`config.mk`:
```
export PLATFORM = sky130hd
export DESIGN_NAME = instruction_fetch
export DESIGN_NICKNAME = d
export VERILOG_FILES = /design/src/rtl/instruction_fetch_pkg.sv /design/src/rtl/instruction_fetch_pc_next_sel.sv /design/src/rtl/instruction_fetch.sv
export SDC_FILE = /design/constraint.sdc
export NUM_CORES = 1
export LEC_CHECK = 0
export ABC_AREA = 1
export BUFFER_PORTS_ARGS = -buffer_cell sky130_fd_sc_hd__buf_4
export CAP_MARGIN = 20
export CORE_MARGIN = 10
export CORE_UTILIZATION = 40
export DETAILED_ROUTE_END_ITERATION = 6
export GPL_ROUTABILITY_DRIVEN = 1
export HOLD_SLACK_MARGIN = 0.05
export PLACE_DENSITY = 0.66
export SYNTH_ARGS = -nofsm -noshare
export SYNTH_HDL_FRONTEND = slang
export SYNTH_HIERARCHICAL = 1
export SYNTH_SLANG_ARGS = --single-unit
```
`constraint.sdc`:
```
create_clock -name clk -period 2.5 [get_ports clk]
set_input_delay 0.25 -clock clk [delete_from_list [all_inputs] [get_ports clk]]
set_output_delay 0.25 -clock clk [all_outputs]
set_load 0.03 [all_outputs]
```
`src/rtl/instruction_fetch_pkg.sv`:
```
// Shared constants and state encodings for the instruction-fetch front end.
package instruction_fetch_pkg;

  localparam int          ADDR_W_DEFAULT   = 8;
  localparam int          INSTR_W_DEFAULT  = 16;
  localparam int unsigned RESET_PC_DEFAULT = 0;

  typedef enum logic [1:0] {
    S_IDLE,
    S_REQ,
    S_HOLD,
    S_HALTED
  } if_state_e;

  // Source of the next program-counter value.
  typedef enum logic [1:0] {
    PC_KEEP,
    PC_INC,
    PC_JUMP,
    PC_PEND
  } pc_sel_e;

endpackage

```
`src/rtl/instruction_fetch_pc_next_sel.sv`:
```
// Combinational next-PC selector: hold, increment (wrapping), jump target or pending target.
module pc_next_sel
  import instruction_fetch_pkg::*;
#(
  parameter int ADDR_W = ADDR_W_DEFAULT
) (
  input  pc_sel_e           sel,
  input  logic [ADDR_W-1:0] pc,
  input  logic [ADDR_W-1:0] jump_addr,
  input  logic [ADDR_W-1:0] pending_target,
  output logic [ADDR_W-1:0] pc_next
);

  always_comb begin
    pc_next = pc;
    unique case (sel)
      PC_KEEP: pc_next = pc;
      PC_INC:  pc_next = pc + ADDR_W'(1);
      PC_JUMP: pc_next = jump_addr;
      PC_PEND: pc_next = pending_target;
    endcase
  end

endmodule

```
`src/rtl/instruction_fetch.sv`:
```
// Instruction-fetch front end: owns PC and IR, reads program memory over req/ack
// and presents words to the control unit over valid/accept, with jump and halt.
module instruction_fetch
  import instruction_fetch_pkg::*;
#(
  parameter int          ADDR_W   = ADDR_W_DEFAULT,
  parameter int          INSTR_W  = INSTR_W_DEFAULT,
  parameter int unsigned RESET_PC = RESET_PC_DEFAULT
) (
  input  logic               clk,
  input  logic               reset,
  output logic               mem_req,
  output logic [ADDR_W-1:0]  mem_addr,
  input  logic               mem_ack,
  input  logic [INSTR_W-1:0] mem_rdata,
  output logic [INSTR_W-1:0] instruction,
  output logic               instr_valid,
  input  logic               instr_accept,
  input  logic               jump_en,
  input  logic [ADDR_W-1:0]  jump_addr,
  input  logic               halt,
  output logic [ADDR_W-1:0]  pc,
  output logic               halted
);

  localparam logic [ADDR_W-1:0] PC_RST = ADDR_W'(RESET_PC);

  if_state_e          state_q, state_d;
  logic [ADDR_W-1:0]  pc_q, pc_d;
  logic [INSTR_W-1:0] ir_q, ir_d;
  logic               pend_q, pend_d;
  logic [ADDR_W-1:0]  pend_tgt_q, pend_tgt_d;
  logic               halt_pend_q, halt_pend_d;
  logic               mem_req_q, mem_req_d;
  logic               valid_q, valid_d;
  logic               halted_q, halted_d;
  pc_sel_e            pc_sel;

  pc_next_sel #(.ADDR_W(ADDR_W)) u_pc_next_sel (
    .sel            (pc_sel),
    .pc             (pc_q),
    .jump_addr      (jump_addr),
    .pending_target (pend_tgt_q),
    .pc_next        (pc_d)
  );

  always_comb begin
    state_d     = state_q;
    pc_sel      = PC_KEEP;
    ir_d        = ir_q;
    pend_d      = pend_q;
    pend_tgt_d  = pend_tgt_q;
    halt_pend_d = halt_pend_q;
    unique case (state_q)
      S_IDLE: begin
        if (halt) begin
          state_d = S_HALTED;
        end else begin
          state_d = S_REQ;
          if (jump_en) pc_sel = PC_JUMP;
        end
      end
      S_REQ: begin
        // The read in flight always completes; jumps and halts only act at ack.
        if (mem_ack) begin
          pend_d = 1'b0;
          if (halt || halt_pend_q) begin
            state_d = S_HALTED;
          end else if (jump_en) begin
            pc_sel = PC_JUMP;
          end else if (pend_q) begin
            pc_sel = PC_PEND;
          end else begin
            ir_d    = mem_rdata;
            pc_sel  = PC_INC;
            state_d = S_HOLD;
          end
        end else if (halt) begin
          halt_pend_d = 1'b1;
        end else if (jump_en) begin
          pend_d     = 1'b1;
          pend_tgt_d = jump_addr;
        end
      end
      S_HOLD: begin
        if (halt) begin
          state_d = S_HALTED;
        end else begin
          if (jump_en) pc_sel = PC_JUMP;
          if (instr_accept) state_d = S_REQ;
        end
      end
      default: ;
    endcase

    mem_req_d = (state_d == S_REQ);
    valid_d   = (state_d == S_HOLD);
    halted_d  = (state_d == S_HALTED);
  end

  always_ff @(posedge clk or negedge reset) begin
    if (!reset) begin
      state_q     <= S_IDLE;
      pc_q        <= PC_RST;
      ir_q        <= '0;
      pend_q      <= 1'b0;
      pend_tgt_q  <= '0;
      halt_pend_q <= 1'b0;
      mem_req_q   <= 1'b0;
      valid_q     <= 1'b0;
      halted_q    <= 1'b0;
    end else begin
      state_q     <= state_d;
      pc_q        <= pc_d;
      ir_q        <= ir_d;
      pend_q      <= pend_d;
      pend_tgt_q  <= pend_tgt_d;
      halt_pend_q <= halt_pend_d;
      mem_req_q   <= mem_req_d;
      valid_q     <= valid_d;
      halted_q    <= halted_d;
    end
  end

  assign mem_req     = mem_req_q;
  assign mem_addr    = pc_q;
  assign pc          = pc_q;
  assign instruction = ir_q;
  assign instr_valid = valid_q;
  assign halted      = halted_q;

endmodule

```
=== Word-level counts from Yosys, hierarchy flattened ===
Index checks and enable logic that the tools add are counted.

* Flip-flop bits (word level): 39
* Word-level logic and storage cells: 52

* Add/sub/neg operators: 1
* Equal/unequal tests: 9
* Multiplexer cells: 19
* Bitwise logic cells: 5
* Reduce and logical (&&, ||, !) cells: 9

{| class="wikitable"
|+ Operators with widths
! cell !! number
|-
| $mux 2 || 13
|-
| $pmux 8 s3 || 1
|-
| $eq 2x2->1 const B || 5
|-
| $add 8x1->8 const B || 1
|-
| $eq 2x1->1 const B || 3
|-
| $pmux 2 s3 || 1
|-
| $reduce_and 3->1 || 2
|-
| $not 1->1 || 5
|-
| $reduce_and 5->1 || 1
|-
| $logic_not 2->1 || 2
|-
| $pmux 2 s2 || 1
|-
| $reduce_and 4->1 || 1
|-
| $mux 1 || 3
|-
| $ne 2x2->1 const B || 1
|-
| $reduce_bool 2->1 || 1
|-
| $reduce_or 2->1 || 1
|-
| $logic_or 1x1->1 || 1
|}

=== Logic depth before layout (Yosys ltp) ===
Gate-level depths: netlist of run 1.

* Word-level depth: 7
* Gate-level depth with buffers: 11
* Gate-level depth less buffers: 10

=== Cells and area by module ===
Netlist of run 1, hierarchy kept.

{| class="wikitable"
|+ Modules (own cells, without submodules)
! module !! times used !! cells an instance !! area an instance (um^2) !! seq. area each (um^2)
|-
| instruction_fetch || 1 || 161 || 1589.0 || 975.9
|-
| pc_next_sel || 1 || 81 || 369.1 || 0.0
|}

=== Worst setup path before layout of run 1 ===
OpenSTA, ideal clock, no wires.

* Path kind: register to register
* Start: register state_q[1]
* End: register pc_q[6], in the netlist mem_addr[6]
* Library setup time: 124 ps
* Arrival time: 1487 ps
* Required time: 2376 ps
* Setup slack: 889 ps
* Cell stages (with the launch flop): 12
* Buffers on the path: 1
* Cells stage by stage: dfrtp_1 > inv_1 > nand3_2 > buf_2 > nor4_1 > inv_1 > nand2_1 > inv_2 > nand2_1 > nand2_1 > inv_1 > nand3_1

* Word-level cells in the longest chain between the ends: 5

{| class="wikitable"
|+ Ends and longest elaborated chain
! what !! RTL line !! source
|-
| from (decl) || instruction_fetch.sv:28 || <nowiki>if_state_e state_q, state_d;</nowiki>
|-
| from (signal assigned) || instruction_fetch.sv:113 || <nowiki>state_q <= state_d;</nowiki>
|-
| $eq 2x2->1 or $logic_not 2->1 (tied branches) || instruction_fetch.sv:54 || <nowiki>unique case (state_q)</nowiki>
|-
| $reduce_or 2->1 (no source line) || -- ||
|-
| $pmux 2 s2 * || instruction_fetch.sv:54 ||
|-
| net pc_sel[0] || instruction_fetch.sv:37 || <nowiki>pc_sel_e pc_sel;</nowiki>
|-
| $eq 2x2->1 or $eq 2x1->1 (tied branches) || instruction_fetch_pc_next_sel.sv:16 || <nowiki>unique case (sel)</nowiki>
|-
| $pmux 8 s3 * || instruction_fetch_pc_next_sel.sv:16 ||
|-
| net pc_d[6] || instruction_fetch.sv:29 || <nowiki>logic [ADDR_W-1:0] pc_q, pc_d;</nowiki>
|-
| to (signal assigned) || instruction_fetch.sv:114 || <nowiki>pc_q <= pc_d;</nowiki>
|-
| to (decl) || instruction_fetch.sv:29 ||
|}

The timed path passes the listed nets; every way through them passes the cells marked *.
A chain may end at the register's enable or synchronous reset.

=== Worst setup path after layout of run 1 ===
* Start: register state_q[1]
* End: register pc_q[3], in the netlist mem_addr[3]

The elaborated chain is that of the path after synthesis.

==> impl_metrics.env, run 1 <==
export IMPL_die_y_um=89.97
export IMPL_hp_class="in -> reg"
export IMPL_p_per_area_nw_per_um2=568.9
export IMPL_cp_arrival_ps=2040
export IMPL_clk_latency_ps=290
export IMPL_switchingPower_uw=356.3
export IMPL_dieWidth_um=89.97
export IMPL_yosys_register_bits=39
export IMPL_busiest_layer="met2"
export IMPL_p_int_uw=1094
export IMPL_wl_per_cell_um=12.70
export IMPL_clockPowerShare_pct=37.3
export IMPL_grt_ovfl_total=0
export IMPL_finalNetCount=333
export IMPL_crit_required_ps=2670
export IMPL_cts_path_max_buffers=2
export IMPL_power_uw=1451
export IMPL_synth_top_area_share_pct=49.84
export IMPL_syn_area_per_cell_um2=8.091
export IMPL_area_growth_pct=30.22
export IMPL_crit_buf_inv=4
export IMPL_setup_worst_path_end_class="flop"
export IMPL_ys_warn_count=6
export IMPL_tightest_slew_ps=629.9
export IMPL_antenna_left=0
export IMPL_drive_gt1_share_pct=29.70
export IMPL_fin_crit_sh_pct=74.95
export IMPL_rsz0062_at_grt="no"
export IMPL_max_slew_margin_rel_pct=57.62
export IMPL_synth_area_leaders="dfrtp_1 50%, nand2_1 17%, o21ai_0 6.4%"
export IMPL_routed_wl_mm=4.699
export IMPL_vias=1689
export IMPL_clock_root_buffer="clkbuf_8"
export IMPL_hold_viol=0
export IMPL_finalSetupViolCount=0
export IMPL_synth_seq_area_share_pct=49.84
export IMPL_ioPinCount=65
export IMPL_cp_start_kind="flop"
export IMPL_grt_pass1_vias=1806
export IMPL_dieArea_um2=8094
export IMPL_drtIter0Drc=83
export IMPL_cts_resized=0
export IMPL_place_hpwl_mm=3.629
export IMPL_fmax_mhz=533.7
export IMPL_grt_total_usage_pct=12.01
export IMPL_cts_buffers_inserted=5
export IMPL_antenna_cells=0
export IMPL_cts_clk_slew_worst_paths_ps=70
export IMPL_via_per_inst=4.565
export IMPL_initial_core_util_pct=41.46
export IMPL_outcome="finished clean"
export IMPL_dr_pass1_iters=4
export IMPL_crit_family="buffers and inverters"
export IMPL_cp_max_fo=12
export IMPL_drv_slew=0
export IMPL_use_met3_pct=5.736
export IMPL_path_class="reg -> reg"
export IMPL_port_buffers=64
export IMPL_setup_tns_ps=0
export IMPL_cpPeakStageDelay_ps=400
export IMPL_antenna_found_initial=0
export IMPL_routabilityCongestion=0.7817
export IMPL_cap_violations=0
export IMPL_synth_largest_area_cell="dfrtp_1"
export IMPL_power_leakage_uw=0.001438
export IMPL_finalClockSkew_ps=1.757
export IMPL_synth_cell_area_um2=1958
export IMPL_cpMaxStageDelayCell="dfrtp_1"
export IMPL_synth_nets=273
export IMPL_fillers=481
export IMPL_ff2ff_setup_slack_ps=630
export IMPL_syn_inst=242
export IMPL_coreArea_um2=4723
export IMPL_swShare_pct=24.56
export IMPL_power_frac_seq_pct=50.6
export IMPL_post_cts_buffers=0
export IMPL_synth_cell_types=29
export IMPL_cts_tree="built"
export IMPL_remaining_drc_errors=0
export IMPL_ir_drop_uv=271.5
export IMPL_grt_max_degree=40
export IMPL_grt_util_met2_pct=18.95
export IMPL_rows=25
export IMPL_p_comb_share_pct=12.2
export IMPL_htree_levels=2
export IMPL_grt_pass1_wl_mm=8.259
export IMPL_path_cells="inv_1 -> nand3_2 -> buf_4 -> o21ai_0 -> inv_1 -> nand2_1 -> inv_2 -> nand3_1 -> nand4_1"
export IMPL_cpMostUsedCell="inv_1"
export IMPL_fin_crit_ps=1874
export IMPL_met1_usage_pct=13.98
export IMPL_cts_sinks=39
## timing repair
item                                   CTS  global route
setup endpoints to repair                0             0
hold buffers                             1             0
endpoints found under the hold margin   39             0
## layout make-up
type                       instances  area [um2]  area share [%]
clock buffer                       6       82.58           3.238
sequential                        39       975.9           38.27
timing repair buffer              66       498.0           19.53
inverter                          31       116.4           4.563
clock inverter                     2       35.03           1.374
multi-input combinational        159       758.2           29.73
tap                               67       83.83           3.288
## Yosys cell counts
| cell | n |
|---|---|
| nor2_4 | 1 |
| nand2_2 | 2 |
| clkbuf_2 | 1 |
| o21bai_1 | 1 |
| nor2_2 | 6 |
| buf_8 | 1 |
| nand4_1 | 4 |
| buf_2 | 1 |
| nand3_2 | 1 |
| a21oi_1 | 2 |
| dfrtp_1 | 39 |
| o2111ai_1 | 1 |
| nor4_1 | 1 |
| ha_1 | 1 |
| nand2_1 | 88 |
| nor2_1 | 6 |
| buf_4 | 8 |
| o31ai_1 | 1 |
| buf_6 | 2 |
| o21ai_1 | 1 |
| or2_1 | 1 |
| inv_1 | 28 |
| or2_2 | 1 |
| inv_2 | 3 |
| nand2_4 | 1 |
| nor2_8 | 1 |
| nand3_4 | 1 |
| nand3_1 | 13 |
| o21ai_0 | 25 |
## worst register-to-register path, cell delays in order (launching register included)
cell	delay (ps)
dfrtp_1	400
inv_1	90
nand3_2	160
buf_4	240
o21ai_0	400
inv_1	80
nand2_1	120
inv_2	80
nand3_1	100
nand4_1	90
## kinds of logic after synthesis
group           Yosys count  synth area share [%]
fa+ha+maj                 1                0.6389
compound gates           31                 8.371
simple gates            127                 29.71
flops                    39                 49.84
buf+inv                  44                 11.44
## final timing paths
check / start / endpoint / cells after the start
worst max-delay path: state_q[1] / mem_addr[3] / 9
worst min-delay path: mem_rdata[14] / instruction[14] / 3
worst max register to register: state_q[1] / mem_addr[3] / 9
worst min register to register: pend_tgt_q[2] / pend_tgt_q[2] / 2
max in group asynchronous: reset / instruction[10] / 2
min in group asynchronous: reset / pend_tgt_q[0] / 2
## through the flow
| step | setup slack [ps] | instances | cell area [um2] | hold slack, ps | util, % |
|---|---|---|---|---|---|
| global placement | 691.9 | 361 | 2422 | 253.4 | 51.28 |
| global route | 372.4 | 370 | 2550 | 156.5 | 53.99 |
| finish | 626.3 | 370 | 2550 | 155.2 | 53.99 |
| CTS | 601.9 | 370 | 2550 | 146.2 | 53.99 |
| detailed placement | 627.4 | 361 | 2422 | 256.0 | 51.28 |
| floorplan | 888.7 | 242 | 1958 | -45.59 | - |
## power groups by stage
stage	Combinational [uW]	Sequential (uW)	Clock, uW
floorplan	86.2	749	0
detailed placement	179	745	0
global route	201	742	580
global placement	173	745	0
CTS	181	734	558
finish	177	734	540
## sequential cells by signal (all words and copies together) (netlist names)
name,count
pend_q,1
instruction,16
state_q,2
halted,1
halt_pend_q,1
pend_tgt_q,8
mem_addr,8
instr_valid,1
mem_req,1
## routing by layer
| layer | part of all wire, % | up-vias |
|---|---|---|
| met5 | 0 | - |
| met4 | 1.2 | 0 |
| met3 | 10 | 6 |
| met2 | 44 | 61 |
| met1 | 45 | 753 |
| li1 | - | 869 |
## layout by cell type (no fill, tap or decap), drive strengths merged, types with 2 or more instances in the layout
cell type	n
nand2	91
buf	65
dfrtp	39
inv	31
o21ai	26
nand3	15
nor2	14
clkbuf	6
nand4	4
a21oi	2
or2	2
(Power assumes the default switching activity.)
==> run 2, diff against run 1 <==
==> constraint.sdc (replaced) <==
create_clock -name clk -period 1.8 [get_ports clk]
set_input_delay 0.18 -clock clk [delete_from_list [all_inputs] [get_ports clk]]
set_output_delay 0.18 -clock clk [all_outputs]
set_load 0.03 [all_outputs]
==> impl_metrics.env, run 2 (synthesis gave the netlist of run 1 again) <==
export IMPL_outcome="finished clean"
export IMPL_antenna_left=0
export IMPL_antenna_found_initial=0
export IMPL_remaining_drc_errors=0
export IMPL_fin_cells=371
export IMPL_placed_cells=362
export IMPL_htree_levels=2
export IMPL_fin_crit_ps=1646
export IMPL_cts_resized=0
export IMPL_switchingPower_uw=488.7
export IMPL_max_slew_margin_rel_pct=68.05
export IMPL_cp_startpoint="halt_pend_q"
export IMPL_setup_tns_ps=0
export IMPL_layout_cells_most_common="nand2_1"
export IMPL_cts_path_max_buffers=2
export IMPL_grt_max_degree=40
export IMPL_p_comb_share_pct=13.2
export IMPL_tightest_slew_ps=474.3
export IMPL_cts_tree="built"
export IMPL_fmax_mhz=607.6
export IMPL_drv_slew=0
export IMPL_finalNetCount=334
export IMPL_grt_pass1_vias=1814
export IMPL_power_leakage_uw=0.001423
export IMPL_drive_gt1_share_pct=29.61
export IMPL_setup_worst_path_end_class="flop"
export IMPL_rows=25
export IMPL_fillers=481
export IMPL_cp_arrival_ps=1820
export IMPL_wl_per_cell_um=12.52
export IMPL_most_common_layout_cells="88 x nand2_1, 66 x buf_4, 39 x dfrtp_1"
export IMPL_grt_total_usage_pct=11.84
export IMPL_power_frac_seq_pct=55.5
export IMPL_vias=1660
export IMPL_swShare_pct=26.70
export IMPL_drtIter0Drc=50
export IMPL_dieWidth_um=89.97
export IMPL_placed_cell_area_um2=2430
export IMPL_grt_pass1_wl_mm=8.238
export IMPL_cap_violations=0
export IMPL_antenna_cells=0
export IMPL_rsz0062_at_grt="no"
export IMPL_dieArea_um2=8094
export IMPL_port_buffers=64
export IMPL_grt_ovfl_total=0
export IMPL_coreArea_um2=4723
export IMPL_cp_max_fo=6
export IMPL_clock_root_buffer="clkbuf_8"
export IMPL_clk_latency_ps=290
export IMPL_ir_drop_uv=415.1
export IMPL_largest_reg_flops=16
export IMPL_cts_clk_slew_worst_paths_ps=70
export IMPL_fin_area_um2=2525
export IMPL_final_core_util_pct=53.46
export IMPL_p_per_area_nw_per_um2=725.0
export IMPL_place_hpwl_mm=3.572
export IMPL_r2r_start="halt_pend_q"
export IMPL_fin_crit_sh_pct=91.44
export IMPL_die_y_um=89.97
export IMPL_hp_class="in -> reg"
export IMPL_min_from="mem_rdata[4]"
export IMPL_hold_viol=0
export IMPL_finalClockSkew_ps=3.241
export IMPL_cts_buffers_inserted=5
export IMPL_routed_wl_mm=4.645
export IMPL_cts_sinks=39
export IMPL_cp_start_kind="flop"
export IMPL_ioPinCount=65
export IMPL_dr_pass1_iters=4
export IMPL_path_class="reg -> reg"
export IMPL_crit_required_ps=1970
export IMPL_initial_core_util_pct=41.46
export IMPL_routabilityCongestion=0.8229
export IMPL_p_int_uw=1342
export IMPL_finalSetupViolCount=0
export IMPL_power_uw=1831
export IMPL_area_growth_pct=28.95
export IMPL_clockPowerShare_pct=31.3
export IMPL_via_per_inst=4.474
export IMPL_ff2ff_setup_slack_ps=150
[run 2: repair_timing]
item	4_1_cts	5_1_grt
hold buffers	1	0
hold endpoints to repair	39	0
buffers inserted	0	0
[run 2: power groups by stage]
stage / combinational, uW / clock (uW) / sequential, uW
6_report: 242 / 573 / 1020
3_3_place_gp: 241 / 0 / 1030
5_1_grt: 276 / 635 / 1030
2_1_floorplan: 120 / 0 / 1040
4_1_cts: 249 / 595 / 1010
3_5_place_dp: 246 / 0 / 1030
[run 2: worst max-delay path, stage by stage (launching register included)]
cell,delay [ps]
dfrtp_1,410
nor2_2,150
nand2_1,90
o21ai_0,400
inv_1,80
nand2_1,140
inv_2,90
nand3_1,100
nand4_1,70
[run 2: final timing paths]
check / to / depth (start not counted)
worst max-delay path: mem_addr[3] / 8
worst min-delay path: instruction[4] / 3
worst max register to register: mem_addr[3] / 8
worst min register to register: pend_tgt_q[4] / 2
max in group asynchronous: instruction[7] / 2
min in group asynchronous: mem_addr[0] / 2
[run 2: cell type report]
type / instances / area, um2 / share of cell area, %
Clock buffer: 6 / 72.57 / 2.874
Clock inverter: 2 / 12.51 / 0.4955
Inverter: 31 / 116.4 / 4.609
Multi-Input combinational cell: 159 / 758.2 / 30.03
Sequential cell: 39 / 975.9 / 38.65
Tap cell: 67 / 83.83 / 3.320
Timing Repair Buffer: 67 / 505.5 / 20.02
[run 2: per-stage QoR]
stage	worst slack, ps	hold WS, ps
2_1_floorplan	188.7	-115.6
3_3_place_gp	243.1	183.6
5_1_grt	3.547	79.13
4_1_cts	148.5	79.57
3_5_place_dp	158.2	183.9
6_report	154.1	86.86
[run 2: metal layers]
metal | vias up | part of all wire [%] | global-route usage (%)
met1 | 724 | 44 | 13.11
met5 | - | 0 | 0
met4 | 0 | 1.5 | 4.775
met2 | 62 | 46 | 19.85
li1 | 867 | - | -
met3 | 7 | 8.8 | 4.655
==> run 3, diff against run 2 <==
--- a/config.mk
+++ b/config.mk
@@ -8,7 +8,6 @@
 export ABC_AREA = 1
 export BUFFER_PORTS_ARGS = -buffer_cell sky130_fd_sc_hd__buf_4
 export CAP_MARGIN = 20
-export CORE_MARGIN = 10
 export CORE_UTILIZATION = 40
 export DETAILED_ROUTE_END_ITERATION = 6
 export GPL_ROUTABILITY_DRIVEN = 1
==> impl_metrics.env, run 3 (synthesis gave the netlist of run 1 again) <==
export IMPL_wl_per_cell_um=10.91
export IMPL_dr_pass1_iters=4
export IMPL_cts_buffers_inserted=5
export IMPL_grt_pass1_vias=1631
export IMPL_finalNetCount=334
export IMPL_p_comb_share_pct=13.2
export IMPL_hold_viol=0
export IMPL_cap_violations=0
export IMPL_final_core_util_pct=53.38
export IMPL_rsz0062_at_grt="no"
export IMPL_setup_tns_ps=0
export IMPL_die_y_um=71.97
export IMPL_via_per_inst=4.512
export IMPL_p_per_area_nw_per_um2=720.9
export IMPL_finalClockSkew_ps=2.579
export IMPL_layout_cells_most_common="nand2_1"
export IMPL_area_growth_pct=28.75
export IMPL_path_class="reg -> reg"
export IMPL_grt_ovfl_total=0
export IMPL_vias=1674
export IMPL_ioPinCount=65
export IMPL_routabilityCongestion=0.7919
export IMPL_setup_slack_ps=330.2
export IMPL_finalSetupViolCount=0
export IMPL_largest_reg_flops=16
export IMPL_max_slew_margin_rel_pct=67.28
export IMPL_switchingPower_uw=474.1
export IMPL_clk_latency_ps=280
export IMPL_fin_crit_ps=1470
export IMPL_cts_sinks=39
export IMPL_swShare_pct=26.08
export IMPL_ir_drop_uv=361.9
export IMPL_drtIter0Drc=65
export IMPL_fillers=479
export IMPL_timing_hold_ws_ps=88.84
export IMPL_dieArea_um2=5179
export IMPL_drive_gt1_share_pct=29.28
export IMPL_remaining_drc_errors=0
export IMPL_rows=25
export IMPL_crit_required_ps=1970
export IMPL_cts_path_max_buffers=2
export IMPL_cts_tree="built"
export IMPL_setup_worst_path_end_class="flop"
export IMPL_power_uw=1817
export IMPL_cp_arrival_ps=1640
export IMPL_clockPowerShare_pct=30.8
export IMPL_drv_slew=0
export IMPL_port_buffers=64
export IMPL_power_frac_seq_pct=55.9
export IMPL_outcome="finished clean"
export IMPL_cts_clk_slew_worst_paths_ps=70
export IMPL_hp_class="in -> reg"
export IMPL_fmax_mhz=680.3
export IMPL_clock_root_buffer="clkbuf_8"
export IMPL_p_int_uw=1343
export IMPL_routed_wl_mm=4.046
export IMPL_cp_max_fo=6
export IMPL_antenna_found_initial=0
export IMPL_grt_max_degree=40
export IMPL_coreArea_um2=4723
export IMPL_dieWidth_um=71.97
export IMPL_most_common_layout_cells="88 x nand2_1, 66 x buf_4, 39 x dfrtp_1"
export IMPL_cp_start_kind="flop"
export IMPL_grt_pass1_wl_mm=7.141
export IMPL_grt_total_usage_pct=17.84
export IMPL_place_hpwl_mm=2.974
export IMPL_initial_core_util_pct=41.46
export IMPL_antenna_left=0
export IMPL_htree_levels=2
export IMPL_tightest_slew_ps=490.9
export IMPL_antenna_cells=0
export IMPL_power_leakage_uw=0.001424
export IMPL_fin_crit_sh_pct=81.66
export IMPL_post_place_ws_ps=223.1
run 3: cell types whose count changed in the layout (fill, tap and decap cells not counted):
cell        previous run  this run
clkbuf_1               1         2
clkinvlp_4             1         0
o21ai_0               25        24
o21ai_1                1         2
run 3: power groups by stage:
stage	clock network, uW	registers (uW)	logic, uW
final	560	1020	241
after global routing	622	1030	274
after CTS	591	1020	246
after detailed placement	0	1030	243
after global placement	0	1030	238
after floorplan	0	1040	120
run 3: final timing paths:
kind	from	depth (start not counted)	slack (ps)	endpoint
max	halt_pend_q	8	330	mem_addr[3]
min	mem_rdata[4]	3	90	instruction[4]
max reg2reg	halt_pend_q	8	330	mem_addr[3]
min reg2reg	pend_tgt_q[4]	2	490	pend_tgt_q[4]
max in group asynchronous	reset	2	1050	halt_pend_q
min in group asynchronous	reset	2	410	pend_tgt_q[0]
run 3: worst max-delay path, cell delays in order, from the launching register on:
cell	delay, ps
dfrtp_1	400
nor2_2	150
nand2_1	90
o21ai_1	270
inv_1	80
nand2_1	120
inv_2	80
nand3_1	90
nand4_1	70
run 3: what timing repair did:
item / in CTS / in global routing
setup endpoints to repair: 0 / 4
setup buffers: 0 / 0
hold endpoints to repair: 39 / 0
hold buffers: 1 / 0
gates resized for setup: 0 / 1
run 3: cell type report:
class | count | area, um2 | share of cell area [%]
Timing Repair Buffer | 67 | 505.5 | 20.05
Sequential cell | 39 | 975.9 | 38.71
Inverter | 31 | 116.4 | 4.615
Multi-Input combinational cell | 159 | 758.2 | 30.07
Clock buffer | 7 | 76.32 | 3.027
Tap cell | 67 | 83.83 | 3.325
Clock inverter | 1 | 5.005 | 0.1985
run 3: metal layers:
metal | vias up | GRT usage [%] | wire, um
li1 | 869 | - | -
met1 | 737 | 22.89 | 1875
met2 | 63 | 28.83 | 1843
met3 | 5 | 5.833 | 287
met4 | 0 | 5.664 | 40
met5 | - | 0 | 0
run 3: through the flow:
step           instance area [um2]  cells
6_report                      2521    371
5_1_grt                       2521    371
4_1_cts                       2521    371
3_5_place_dp                  2430    362
3_3_place_gp                  2430    362
2_1_floorplan                 1958    242
